**src/rtl/dna_gate_pkg.sv**
```systemverilog
// Shared types and constants for the DNA-gated AXI-Stream path.
package dna_gate_pkg;

  // Gate state; the same encoding is presented on the status port.
  typedef enum logic [1:0] {
    GS_WAIT = 2'b00,
    GS_PASS = 2'b01,
    GS_FAIL = 2'b10
  } gate_state_t;

  // dna_check needs about 60 cycles to settle, so shorter timeouts would fail good parts.
  localparam int TIMEOUT_MIN = 64;

endpackage

```
**src/rtl/axis_reg_slice.sv**
```systemverilog
// One-entry AXI-Stream register slice used while the gate is in PASS.
// Ready is combinational from downstream ready so a full slice still
// sustains one beat per cycle when the consumer keeps up.
module axis_reg_slice #(
  parameter int DATA_W = 64,
  parameter int KEEP_W = 8
) (
  input  logic              clk,
  input  logic              rst_n,
  input  logic              i_en,
  input  logic [DATA_W-1:0] i_s_tdata,
  input  logic [KEEP_W-1:0] i_s_tkeep,
  input  logic              i_s_tlast,
  input  logic              i_s_tvalid,
  output logic              o_s_tready,
  output logic [DATA_W-1:0] o_m_tdata,
  output logic [KEEP_W-1:0] o_m_tkeep,
  output logic              o_m_tlast,
  output logic              o_m_tvalid,
  input  logic              i_m_tready
);

  logic [DATA_W-1:0] r_data;
  logic [KEEP_W-1:0] r_keep;
  logic              r_last;
  logic              r_valid;
  logic              w_push;

  assign o_s_tready = ~r_valid | i_m_tready;
  assign w_push     = i_en & i_s_tvalid & o_s_tready;

  // Occupancy: push wins over pop so a simultaneous pop/push keeps valid high.
  always_ff @(posedge clk) begin
    if (!rst_n) begin
      r_valid <= 1'b0;
    end else if (!i_en) begin
      r_valid <= 1'b0;
    end else if (w_push) begin
      r_valid <= 1'b1;
    end else if (i_m_tready) begin
      r_valid <= 1'b0;
    end
  end

  // Payload only moves on a push, so it is held stable while stalled.
  always_ff @(posedge clk) begin
    if (w_push) begin
      r_data <= i_s_tdata;
      r_keep <= i_s_tkeep;
      r_last <= i_s_tlast;
    end
  end

  assign o_m_tdata  = r_data;
  assign o_m_tkeep  = r_keep;
  assign o_m_tlast  = r_last;
  assign o_m_tvalid = r_valid;

endmodule

```
**src/rtl/dna_stream_gate.sv**
```systemverilog
// Gates the PCIe RX TLP stream on the DNA verdict: holds traffic off while
// waiting, forwards it through a register slice on PASS, sinks it on FAIL.
//
// state   | meaning
// --------+-------------------------------------------------------------
// GS_WAIT | verdict unknown; upstream backpressured, timer counting
// GS_PASS | match seen; stream forwarded through the register slice
// GS_FAIL | timeout without match; beats accepted and discarded
//
// PASS and FAIL are sticky until rst_n.
module dna_stream_gate
  import dna_gate_pkg::*;
#(
  parameter int TIMEOUT_CYCLES = 256,
  parameter int DATA_W         = 64,
  parameter int KEEP_W         = DATA_W / 8,
  parameter int CNT_W          = 16
) (
  input  logic              clk,
  input  logic              rst_n,
  input  logic              dna_match,
  input  logic [DATA_W-1:0] s_axis_tdata,
  input  logic [KEEP_W-1:0] s_axis_tkeep,
  input  logic              s_axis_tlast,
  input  logic              s_axis_tvalid,
  output logic              s_axis_tready,
  output logic [DATA_W-1:0] m_axis_tdata,
  output logic [KEEP_W-1:0] m_axis_tkeep,
  output logic              m_axis_tlast,
  output logic              m_axis_tvalid,
  input  logic              m_axis_tready,
  output logic [1:0]        status,
  output logic [CNT_W-1:0]  dropped_pkts
);

  localparam int TMR_W = $clog2(TIMEOUT_CYCLES);

  if (TIMEOUT_CYCLES < TIMEOUT_MIN) begin : g_bad_timeout
    $error("dna_stream_gate: TIMEOUT_CYCLES (%0d) must be >= %0d", TIMEOUT_CYCLES, TIMEOUT_MIN);
  end

  gate_state_t      r_state;
  logic [TMR_W-1:0] r_timer;
  logic [CNT_W-1:0] r_dropped;
  logic             w_timeout;
  logic             w_drop_eop;
  logic             w_pass;
  logic             w_slice_ready;

  assign w_timeout  = (r_timer == TMR_W'(TIMEOUT_CYCLES - 1));
  assign w_pass     = (r_state == GS_PASS);
  assign w_drop_eop = (r_state == GS_FAIL) & s_axis_tvalid & s_axis_tlast;

  // Verdict FSM and WAIT timer; a match in the timeout cycle still wins.
  always_ff @(posedge clk) begin
    if (!rst_n) begin
      r_state <= GS_WAIT;
      r_timer <= '0;
    end else if (r_state == GS_WAIT) begin
      r_timer <= r_timer + TMR_W'(1);
      if (dna_match) begin
        r_state <= GS_PASS;
      end else if (w_timeout) begin
        r_state <= GS_FAIL;
      end
    end
  end

  // Count discarded packets by their last beat; saturate instead of wrapping.
  always_ff @(posedge clk) begin
    if (!rst_n) begin
      r_dropped <= '0;
    end else if (w_drop_eop && (r_dropped != {CNT_W{1'b1}})) begin
      r_dropped <= r_dropped + CNT_W'(1);
    end
  end

  // Upstream ready: stalled in WAIT, slice-driven in PASS, always open in FAIL.
  always_comb begin
    s_axis_tready = 1'b0;
    case (r_state)
      GS_PASS: s_axis_tready = w_slice_ready;
      GS_FAIL: s_axis_tready = 1'b1;
      default: s_axis_tready = 1'b0;
    endcase
  end

  // The slice is disabled outside PASS, which keeps m_axis_tvalid low there.
  axis_reg_slice #(
    .DATA_W(DATA_W),
    .KEEP_W(KEEP_W)
  ) u_slice (
    .clk        (clk),
    .rst_n      (rst_n),
    .i_en       (w_pass),
    .i_s_tdata  (s_axis_tdata),
    .i_s_tkeep  (s_axis_tkeep),
    .i_s_tlast  (s_axis_tlast),
    .i_s_tvalid (s_axis_tvalid),
    .o_s_tready (w_slice_ready),
    .o_m_tdata  (m_axis_tdata),
    .o_m_tkeep  (m_axis_tkeep),
    .o_m_tlast  (m_axis_tlast),
    .o_m_tvalid (m_axis_tvalid),
    .i_m_tready (m_axis_tready)
  );

  assign status       = r_state;
  assign dropped_pkts = r_dropped;

endmodule

```
**config.mk**
```make
export PLATFORM = sky130hd
export DESIGN_NAME = dna_stream_gate
export DESIGN_NICKNAME = d
export VERILOG_FILES = /design/src/rtl/dna_gate_pkg.sv /design/src/rtl/axis_reg_slice.sv /design/src/rtl/dna_stream_gate.sv
export SDC_FILE = /design/constraint.sdc
export NUM_CORES = 1
export LEC_CHECK = 0
export CORE_MARGIN = 10
export CORE_UTILIZATION = 30
export DETAILED_ROUTE_END_ITERATION = 10
export HOLD_SLACK_MARGIN = 0.08
export PLACE_DENSITY = 0.7
export SYNTH_ARGS = -nofsm -noshare
export SYNTH_HDL_FRONTEND = slang
export SYNTH_SLANG_ARGS = --single-unit
```
**constraint.sdc**
```tcl
create_clock -name clk -period 3.25 [get_ports clk]
set_input_delay 0.4875 -clock clk [delete_from_list [all_inputs] [get_ports clk]]
set_output_delay 0.4875 -clock clk [all_outputs]
set_load 0.02 [all_outputs]
```
==> results of run 1 <==
[cell usage in the layout, fill, tap and decap left out, types with 4 or more instances in the layout]
| cell type | instances |
|---|---|
| a21oi_1 | 11 |
| and2_1 | 4 |
| clkbuf_16 | 9 |
| clkdlybuf4s50_1 | 170 |
| dfxtp_1 | 27 |
| edfxtp_1 | 73 |
| ha_1 | 5 |
| inv_1 | 6 |
| mux2i_1 | 4 |
| nand2_1 | 14 |
| nand3_1 | 6 |
| nand4_1 | 5 |
| nor2_1 | 14 |
| o21ai_0 | 4 |
| or3_1 | 4 |
| xnor2_1 | 5 |
| xor2_1 | 6 |
[final cells by class]
cell class | instances | area [um2] | area share, %
flip-flops and latches | 100 | 2730 | 48.0
repair buffers | 173 | 1740 | 30.5
multi-input cells | 113 | 742 | 13.0
clock buffers | 10 | 229 | 4.02
well taps | 143 | 179 | 3.14
clock inverters | 6 | 48.8 | 0.858
inverters | 6 | 22.5 | 0.396
[critical path, delay by kind of cell]
kind	cells	cell delay (ns)
buf+inv	2	1.06
simple gates	2	0.24
compound gates	1	0.08
[state kept, by name, indices dropped and copies added (netlist names)]
| signal | count |
|---|---|
| u_slice.o_m_tkeep | 8 |
| u_slice.o_m_tdata | 64 |
| status | 2 |
| u_slice.o_m_tvalid | 1 |
| u_slice.o_m_tlast | 1 |
| dropped_pkts | 16 |
| r_timer | 8 |
[power groups by stage]
stage / clock network [mW] / logic (mW) / registers [mW]
CTS: 1.02 / 0.267 / 1.43
global route: 1.07 / 0.280 / 1.44
detailed placement: 0 / 0.266 / 1.46
global placement: 0 / 0.261 / 1.46
floorplan: 0 / 0.0371 / 1.51
finish: 0.991 / 0.263 / 1.43
[metal layers]
layer / share of wire [%] / global-route usage [%] / vias to the layer above
met4: 0.51 / 3.77 / 0
met1: 42 / 14.0 / 1164
met2: 47 / 19.4 / 120
li1: - / - / 1190
met5: 0 / 0 / -
met3: 11 / 5.13 / 6
[logic make-up (layout without fill, tap and decap cells)]
| family | after synthesis | after routing | share of synthesized area [%] |
|---|---|---|---|
| compound gates | 25 | 25 | 4.99 |
| xor+xnor | 11 | 11 | 2.74 |
| fa+ha+maj | 5 | 5 | 1.78 |
| buf+inv | 9 | 195 | 1.18 |
| flops | 100 | 100 | 77.8 |
| mux | 4 | 4 | 1.14 |
| simple gates | 68 | 68 | 10.3 |
[final timing paths]
path              cells after the start                             to
hold / removal                        2        r_timer[7]$_SDFFE_PN0N_
setup reg to reg                      5  dropped_pkts[15]$_SDFFE_PN0P_
hold reg to reg                       2        r_timer[7]$_SDFFE_PN0N_
setup / recovery                      5                  s_axis_tready
[per-stage QoR]
stage	power (mW)	instances	hold WS [ns]	area, um2
final	2.69	551	0.492	5690
after global routing	2.79	551	0.521	5690
after floorplan	1.55	222	0.458	3510
after CTS	2.72	551	0.496	5690
after detailed placement	1.73	535	0.486	5410
after global placement	1.72	535	0.467	5410
==> flow_summary.json, run 1 <==
{
  "drive_gt1_share_pct": 6.62,
  "cts_tree": "done",
  "crit_type": "in2out",
  "post_cts_resized": 0,
  "clock_path_buffers": 2,
  "drcViolationCount": 0,
  "gp_congestion": 0.769,
  "yosysSeqAreaShare_pct": 77.8,
  "regToRegSetupSlack_ns": 1.37,
  "cpMaxStageDelayCell": "clkdlybuf4s50_1",
  "routed_via_density": 4.50,
  "crit_top_cell": "clkdlybuf4s50_1",
  "swShare_pct": 22.0,
  "seqPwrFrac_pct": 53.3,
  "pre_cts_slack_ns": 0.889,
  "async_reset_ff_share_pct": 0,
  "cp_max_fo": 3,
  "die-area_um2": 16400,
  "hold_violations": 0,
  "clkSinkCount": 100,
  "clk_latency_ns": 0.33,
  "pin_count": 171,
  "cts_setup_buffers": 0,
  "yosys.cell_count.top_type": "edfxtp_1",
  "tns_ns": 0,
  "grt_use_total_pct": 12.0,
  "drt-wirelength-per-cell_um": 19.0,
  "initial_utilization_pct": 30.7,
  "final_max_slew_viol_count": 0,
  "crit_chain": "clkdlybuf4s50_1 -> nand2b_1 -> a21oi_1 -> nor2b_1 -> clkdlybuf4s50_1",
  "wl_um": 10500,
  "fill_cells": 975,
  "min_from": "r_timer[7]$_SDFFE_PN0N_",
  "comb_power_share_pct": 9.8,
  "core_um2": 11400,
  "status": "complete, no violations",
  "synth_edf_count": 73,
  "ys_ff_latch": 100,
  "reg2reg_from": "dropped_pkts[6]$_SDFFE_PN0P_",
  "synth_common_cells": "edfxtp_1 (73), dfxtp_1 (27), nand2_1 (14), nor2_1 (14), a21oi_1 (11)",
  "cpPeakStageDelay_ns": 0.61,
  "leakage_nw": 1.96,
  "n_antenna_cell": 0,
  "nNetsFinal": 486,
  "synth_area_um2": 3510,
  "cts-root-buf": "clkbuf_16",
  "rsz0062_at_grt": "false",
  "p_int_mw": 2.10,
  "drt_iter0_markers": 154,
  "ys_types": 37,
  "clock_skew_ns": 0.00718,
  "maxSlewHeadroom_pct": 64.6,
  "vias": 2480,
  "power_density_nw_per_um2": 472,
  "power_switching_mw": 0.590,
  "fin_util_pct": 49.8,
  "cts_buffers": 9,
  "setup_violations": 0,
  "yosysTopAreaCellShare_pct": 62.4,
  "h-tree-depth": 3,
  "grt_overflow_total": 0,
  "io_buffer_count": 170,
  "synth.net_count": 305,
  "syn_inst": 222,
  "ys.flop_type": "edfxtp_1",
  "synthToLayoutAreaGrowth_pct": 62.1,
  "grt_max_degree": 50,
  "dpl.hpwl_um": 8360,
  "crit_required_ns": 2.76,
  "fmax_mhz": 426,
  "grt_pass1_wl_um": 15100,
  "power_frac_clock_pct": 36.9,
  "crit_path_start_kind": "primary input",
  "vdd_drop_max_mv": 0.240,
  "yosysTopAreaCell": "edfxtp_1",
  "cts.clk_slew.worst_paths_ns": 0.07,
  "tightest_slew_ns": 0.527,
  "grt_antenna_before_repair": 0,
  "ys.warnings.count": 0,
  "layout_setup_ws_ns": 0.901,
  "die_height_um": 128,
  "setup.worst_path.end_class": "output pin",
  "yosys-top-cells-area": "edfxtp_1 (62%), dfxtp_1 (15%), ha_1 (1.8%)",
  "fin_crit_ns": 2.35,
  "fin_crit_sh_pct": 72.3,
  "grt_pass1_vias": 2435,
  "drtAntennaViolNets": 0,
  "rows": 39,
  "cp-startpoint": "m_axis_tready",
  "ctsHoldBuffers": 0,
  "drv_cap": 0,
  "avgSynthCellArea_um2": 15.8,
  "cp.arrival_ns": 1.86,
  "drt_pass1_iterations": 4,
  "min-delay-path-class": "reg2reg",
  "die_x_um": 128
}
No activity file was read; power rests on OpenSTA's default activity.
==> run 2, diff against run 1 <==
==> constraint.sdc (replaced) <==
create_clock -name clk -period 2.4 [get_ports clk]
set_input_delay 0.36 -clock clk [delete_from_list [all_inputs] [get_ports clk]]
set_output_delay 0.36 -clock clk [all_outputs]
set_load 0.02 [all_outputs]
==> run 2 against run 1 <==
Total power rose by 39%. Register-to-register slack got worse by 0.87 ns. Clock skew fell by 0.0013 ns. Clock power rose by 45%. Count of clock-buffer cells in the layout fell by 1. Die area did not move. Global-route usage rose by 0.24 points. Highest routed layer unchanged. Combinational power rose by 35%.
==> flow_summary.json, run 2 (synthesis gave the netlist of run 1 again) <==
{
  "drive_gt1_share_pct": 6.14,
  "cts_tree": "done",
  "drt-wirelength-per-cell_um": 19.1,
  "clk_latency_ns": 0.34,
  "crit_type": "reg2out",
  "clkSinkCount": 100,
  "core_um2": 11400,
  "drcViolationCount": 0,
  "layout_setup_ws_ns": 0.248,
  "final_max_slew_viol_count": 0,
  "fin_crit_ns": 2.15,
  "fill_cells": 985,
  "cts_buffers": 9,
  "setup_violations": 0,
  "clock_path_buffers": 2,
  "die_height_um": 128,
  "hold_violations": 0,
  "dr_wl_met2_um": 5050,
  "grt_pass1_wl_um": 15200,
  "nNetsFinal": 485,
  "tns_ns": 0,
  "tightest_slew_ns": 0.503,
  "die-area_um2": 16400,
  "pre_cts_slack_ns": 0.187,
  "final-instance-count-excl-fill": 550,
  "setup.worst_path.end_class": "output pin",
  "h-tree-depth": 3,
  "fmax_mhz": 465,
  "rsz0062_at_grt": "false",
  "synthToLayoutAreaGrowth_pct": 62.4,
  "crit_required_ns": 2.04,
  "power_density_nw_per_um2": 655,
  "rows": 39,
  "grt_use_total_pct": 12.2,
  "drtAntennaViolNets": 0,
  "cp_max_fo": 4,
  "io_buffer_count": 170,
  "wl_um": 10500,
  "dr.max_layer_used": "met4",
  "min-delay-path-class": "reg2reg",
  "cp.arrival_ns": 1.79,
  "grt_max_degree": 74,
  "die_x_um": 128,
  "drt_iter0_markers": 198,
  "pin_count": 171,
  "crit_path_start_kind": "register",
  "seqCellArea_um2": 2730,
  "placed_area_um2": 5400,
  "fin_crit_sh_pct": 89.7,
  "status": "complete, no violations",
  "multiInputGateArea_um2": 738,
  "maxSlewHeadroom_pct": 66.4,
  "mostFrequentLayoutCells": "clkdlybuf4s50_1 (170), edfxtp_1 (73), dfxtp_1 (27)",
  "cts-root-buf": "clkbuf_16",
  "leakage_nw": 1.96,
  "gp_congestion": 0.783,
  "grt_antenna_before_repair": 0,
  "grt_pass1_vias": 2391,
  "drv_cap": 0,
  "clock_skew_ns": 0.00586,
  "m1WireLength_um": 4120,
  "grt_overflow_total": 0,
  "routed_via_density": 4.55,
  "cts_setup_buffers": 0,
  "post_cts_resized": 0,
  "cts.clk_slew.worst_paths_ns": 0.07,
  "met3WireLength_um": 1200,
  "initial_utilization_pct": 30.7,
  "n_antenna_cell": 0,
  "final_common_cell": "clkdlybuf4s50_1",
  "vias": 2503,
  "fin_area_um2": 5700,
  "drt_pass1_iterations": 4,
  "largest_reg_flops": 64,
  "dpl.hpwl_um": 8400,
  "ctsHoldBuffers": 0,
  "vdd_drop_max_mv": 0.484,
  "dp.cells": 534
}
## run 2: worst paths after layout
check | cells past startpoint | startpoint | slack, ns | end
min reg2reg | 2 | status[0]$_SDFFE_PN0P_ | 0.49 | status[0]$_SDFFE_PN0P_
max | 4 | status[0]$_SDFFE_PN0P_ | 0.25 | s_axis_tready
max reg2reg | 7 | status[0]$_SDFFE_PN0P_ | 0.50 | dropped_pkts[9]$_SDFFE_PN0P_
min | 2 | status[0]$_SDFFE_PN0P_ | 0.49 | status[0]$_SDFFE_PN0P_
## run 2: through the flow
stage | util, % | hold WS, ns | power (mW)
finish | 49.9 | 0.493 | 3.74
floorplan | - | 0.458 | 2.09
global route | 49.9 | 0.523 | 3.88
detailed placement | 47.3 | 0.487 | 2.34
CTS | 49.9 | 0.497 | 3.79
global placement | 47.3 | 0.466 | 2.33
## run 2: report_power, final
group | switching [mW] | internal [mW] | leakage, nW | total (mW)
Combinational | 0.151 | 0.204 | 0.935 | 0.355
Clock | 0.627 | 0.815 | 0.141 | 1.44
Sequential | 0.0197 | 1.92 | 0.889 | 1.94
## run 2: metal layers
layer	GRT usage, %	vias up
li1	-	1197
met1	13.7	1187
met2	19.8	110
met3	5.79	9
met4	4.57	0
met5	0	-
## run 2: critical path, stage by stage (launching register included)
cell	delay, ns
dfxtp_1	0.37
inv_1	0.08
ha_1	0.28
nor2b_1	0.12
clkdlybuf4s50_1	0.61
## run 2: layout make-up
cell class                      count  area share, %
Sequential cell                   100           47.9
Timing Repair Buffer              172           30.3
Multi-Input combinational cell    113           12.9
Clock buffer                        9           3.95
Tap cell                          143           3.14
Clock inverter                      7           1.32
Inverter                            6          0.395
